[src/rtl/control.sv]
// control: main instruction decoder for the MIPS-style CPU.
//
// Decodes a 32-bit instruction word into a packed 32-bit control word for the
// datapath. Supports LW, SW and R-type ADD/SUB/AND/OR/MUL. Anything else
// decodes to a NOP with the illegal flag set. Decode is combinational; the
// control word is registered, giving exactly one clock of latency.
//
// Ports:
//   clk         - system clock, all state updates on the rising edge
//   rst         - synchronous active-high reset, forces ctrl to all zeros
//   instruction - instruction word, sampled every rising edge
//   ctrl        - registered packed control word:
//                 [31:27] wb_addr     [26:22] rs_addr    [21:17] rt_addr
//                 [16:14] alu_op      [13] alu_src_imm   [12] reg_write
//                 [11] mem_read       [10] mem_write     [9] mem_to_reg
//                 [8] reg_dst_rd      [7] valid          [6] illegal
//                 [5:0] reserved (0)
module control (
   input  logic        clk,
   input  logic        rst,
   input  logic [31:0] instruction,
   output logic [31:0] ctrl
);

   localparam logic [5:0] OpRtype = 6'b000001;
   localparam logic [5:0] OpLw    = 6'b000010;
   localparam logic [5:0] OpSw    = 6'b000011;

   localparam logic [5:0] FnAdd = 6'b100000;
   localparam logic [5:0] FnSub = 6'b100010;
   localparam logic [5:0] FnAnd = 6'b100100;
   localparam logic [5:0] FnOr  = 6'b100101;
   localparam logic [5:0] FnMul = 6'b110010;

   localparam logic [2:0] AluAdd = 3'b000;
   localparam logic [2:0] AluSub = 3'b001;
   localparam logic [2:0] AluAnd = 3'b010;
   localparam logic [2:0] AluOr  = 3'b011;
   localparam logic [2:0] AluMul = 3'b100;
   localparam logic [2:0] AluNop = 3'b111;

   logic [5:0] opcode;
   logic [4:0] rs;
   logic [4:0] rt;
   logic [4:0] rd;
   logic [5:0] funct;

   assign opcode = instruction[31:26];
   assign rs     = instruction[25:21];
   assign rt     = instruction[20:16];
   assign rd     = instruction[15:11];
   assign funct  = instruction[5:0];

   // Decoded fields, packed into ctrl_d below.
   logic [4:0] wb_addr;
   logic [4:0] rs_addr;
   logic [4:0] rt_addr;
   logic [2:0] alu_op;
   logic       alu_src_imm;
   logic       reg_write;
   logic       mem_read;
   logic       mem_write;
   logic       mem_to_reg;
   logic       reg_dst_rd;
   logic       valid;
   logic       illegal;
   logic [31:0] ctrl_d;

   always_comb begin
      // Default is the illegal NOP; legal encodings override it.
      wb_addr     = 5'd0;
      rs_addr     = 5'd0;
      rt_addr     = 5'd0;
      alu_op      = AluNop;
      alu_src_imm = 1'b0;
      reg_write   = 1'b0;
      mem_read    = 1'b0;
      mem_write   = 1'b0;
      mem_to_reg  = 1'b0;
      reg_dst_rd  = 1'b0;
      valid       = 1'b0;
      illegal     = 1'b1;

      case (opcode)
         OpLw: begin
            wb_addr     = rt;
            rs_addr     = rs;
            rt_addr     = rt;
            alu_op      = AluAdd;
            alu_src_imm = 1'b1;
            reg_write   = 1'b1;
            mem_read    = 1'b1;
            mem_to_reg  = 1'b1;
            valid       = 1'b1;
            illegal     = 1'b0;
         end
         OpSw: begin
            rs_addr     = rs;
            rt_addr     = rt;
            alu_op      = AluAdd;
            alu_src_imm = 1'b1;
            mem_write   = 1'b1;
            valid       = 1'b1;
            illegal     = 1'b0;
         end
         OpRtype: begin
            case (funct)
               FnAdd, FnSub, FnAnd, FnOr, FnMul: begin
                  wb_addr    = rd;
                  rs_addr    = rs;
                  rt_addr    = rt;
                  reg_write  = 1'b1;
                  reg_dst_rd = 1'b1;
                  valid      = 1'b1;
                  illegal    = 1'b0;
                  case (funct)
                     FnSub:   alu_op = AluSub;
                     FnAnd:   alu_op = AluAnd;
                     FnOr:    alu_op = AluOr;
                     FnMul:   alu_op = AluMul;
                     default: alu_op = AluAdd;
                  endcase
               end
               default: ;
            endcase
         end
         default: ;
      endcase

      ctrl_d = {wb_addr, rs_addr, rt_addr, alu_op, alu_src_imm, reg_write,
                mem_read, mem_write, mem_to_reg, reg_dst_rd, valid, illegal, 6'd0};
   end

   always_ff @(posedge clk) begin
      if (rst) begin
         ctrl <= 32'h0000_0000;
      end else begin
         ctrl <= ctrl_d;
      end
   end

endmodule

[config.mk]
export PLATFORM = sky130hd
export DESIGN_NAME = control
export DESIGN_NICKNAME = d
export VERILOG_FILES = /design/src/rtl/control.sv
export SDC_FILE = /design/constraint.sdc
export NUM_CORES = 1
export LEC_CHECK = 0
export BUFFER_PORTS_ARGS = -buffer_cell sky130_fd_sc_hd__buf_2
export CORE_MARGIN = 4
export CORE_UTILIZATION = 41
export CTS_CLUSTER_SIZE = 14
export DETAILED_ROUTE_END_ITERATION = 10
export GPL_ROUTABILITY_DRIVEN = 0
export PLACE_DENSITY = 0.82
export SETUP_SLACK_MARGIN = 0.05
export SKIP_LAST_GASP = 1
export SYNTH_ARGS = -nofsm -noshare
export SYNTH_HDL_FRONTEND = slang
export SYNTH_SLANG_ARGS = --single-unit
[constraint.sdc]
create_clock -name clk -period 2.1 [get_ports clk]
set_input_delay 0.315 -clock clk [delete_from_list [all_inputs] [get_ports clk]]
set_output_delay 0.315 -clock clk [all_outputs]
set_load 0.01 [all_outputs]
==> flow_summary.yaml <==
global_routing:
  grt_max_degree: 15
  grt_use_total_pct: 13.0
  antenna_found_initial: 0
  grt.overflow.total: 0
  grt_pass1_wl_mm: 2.70
  grt_pass1_vias: 653
place:
  place_inst: 163
  pre_cts_ws_ps: 484
  port_buffers: 54
  place_area_um2: 1150
  dp_hpwl_mm: 1.58
power:
  ir_drop_v: 0.000332
  power.leakage_nw: 0.602
  p_per_area_nw_per_um2: 640
cells_and_area:
  largestRegisters: "ctrl (25)"
  fin_util_pct: 58.7
  instances_no_fill: 167
  multi_input_area_um2: 335
  fin_nets: 175
  n_fill_cell: 206
  largest_register_ffs: 25
  top_register: "ctrl"
  design_area_um2: 1170
  diodes: 0
  layout-drive-gt1-share_pct: 45.0
  syn2layout_area_growth_pct: 33.2
  final-seq-area_um2: 500
sta:
  setup_viol: 0
  final_hold_viol_count: 0
  timing.final.crit_share_pct: 60.4
  slew_violations: 0
  period_minus_slack_ps: 1270
  rsz0062_at_grt: "no"
  fin_tns_setup_ps: 0
  fin_ws_ps: 831
  fmax_ghz: 0.788
setup_path:
  endpoint_kind: "register"
  startpoint_type: "input pin"
  cp_slowest_cell: "or4_1"
  crit_buf_inv: 1
  path_class: "in2reg"
  crit_chain: "buf_2, nor4_4, nand2_2, or4_1, a21oi_1"
  slowest_delay_ps: 480
  worst-path-max-fanout: 4
  critical_path.top_delay_family: "simple AND/OR/NAND/NOR gates"
  required_ps: 2350
  cp.arrival_ps: 1520
floorplanning:
  die_w_um: 54.4
  pin_count: 66
  rows: 16
  die-area_um2: 2960
  start_util_pct: 44.1
  die_y_um: 54.4
  core_area_um2: 2000
drt:
  drtIter0Drc: 5
  route.detailed.drc: 0
  vias: 760
  drtPass1Iterations: 4
  wl_mm: 1.93
  wl_per_cell_um: 11.6
  vias_per_cell: 4.55
  drtAntennaViolNets: 0
logic_synthesis:
  yosysMostFrequentCell: "dfxtp_1"
  synth_edf_count: 0
  synth_top_area_share_pct: 56.7
  synth_area_per_cell_um2: 10.3
  syn-instance-count: 86
  synth.largest_area_cell: "dfxtp_1"
  synth.distinct_cells: 23
  yosysSeqAreaShare_pct: 56.7
  synth_common_cells: "dfxtp_1, and2_1, nor2_1, buf_4"
  ys.flop_type: "dfxtp_1"
  synth_seq_cells: 25
  synth_area_um2: 882
  ys_warn_count: 0
  synth_top_cells_by_area: "dfxtp_1, and2_1, buf_4, nor2_1, a22oi_1"
  async_flop_share_pct: 0
clock_network:
  cts_max_path_buffers: 2
  root_buffer: "clkbuf_4"
  clk_pin_slew_worst_paths_ps: 130
  post_cts_buffers: 0
  htreeDepth: 1
  cts_resized: 0
  cts_made_buffers: 3
  ctsHoldBuffers: 0
  clkSinkCount: 25
  cts_tree: "done"
run:
  maxCapViolCount: 0
outcome:
  outcome: "complete, no violations"
min_path:
  min_path_type: "in2reg"
## cell families (layout without fill, tap and decap cells)
logic type | Yosys count | in the layout | synth area share (%)
other | 1 | 6 | 0.425
DFF | 25 | 25 | 56.7
muxes | 1 | 1 | 1.13
buffers and inverters | 10 | 59 | 7.38
AOI/OAI and AO/OA | 10 | 10 | 7.09
and+or+nand+nor | 39 | 39 | 27.2
## stage by stage
| stage | hold WS (ps) | power (mW) |
|---|---|---|
| 2_1_floorplan | 384 | 0.527 |
| 3_3_place_gp | 513 | 0.559 |
| 3_5_place_dp | 520 | 0.561 |
| 4_1_cts | 188 | 0.760 |
| 5_1_grt | 179 | 0.787 |
| 6_report | 192 | 0.752 |
## cell usage in the layout, fill, tap and decap left out
cell type and instances:
buf_2 54, dfxtp_1 25, nor2_1 11, and2_1 11
conb_1 6, a22oi_1 5, a21oi_1 5, nand2_1 3
clkbuf_4 3, or4_1 2, nand2b_1 2, nor2_2 1
nor4_4 1, mux2i_1 1, and4bb_2 1, and4_1 1
nand4_1 1, nand2_2 1, or4b_1 1, and3b_1 1
or3_1 1, nor3_1 1, clkinv_2 1, buf_4 1
## where the power goes
group | leakage [nW] | internal (mW) | switching [mW]
clock network | 0.0177 | 0.0710 | 0.131
logic | 0.381 | 0.0315 | 0.0364
registers | 0.203 | 0.481 | 0.00139
## worst paths after layout
path | startpoint | to | slack [ps] | depth (start not counted)
hold / removal | instruction[24] | ctrl[25] | 190 | 2
setup / recovery | instruction[31] | ctrl[16] | 830 | 5
## final cells by class
cell class | count | share of cell area (%)
Sequential cell | 25 | 42.6
Multi-Input combinational cell | 56 | 28.5
Timing Repair Buffer | 55 | 23.6
Tap cell | 27 | 2.88
Clock buffer | 3 | 1.92
Clock inverter | 1 | 0.426
## metal layers
layer | GRT usage (%) | wire [um] | vias to the layer above
met3 | 4.09 | 284 | 4
met4 | 7.47 | 37 | 0
met1 | 13.3 | 752 | 319
met5 | 0 | 0 | -
li1 | - | - | 383
met2 | 23.1 | 859 | 54
(Power assumes the default switching activity.)
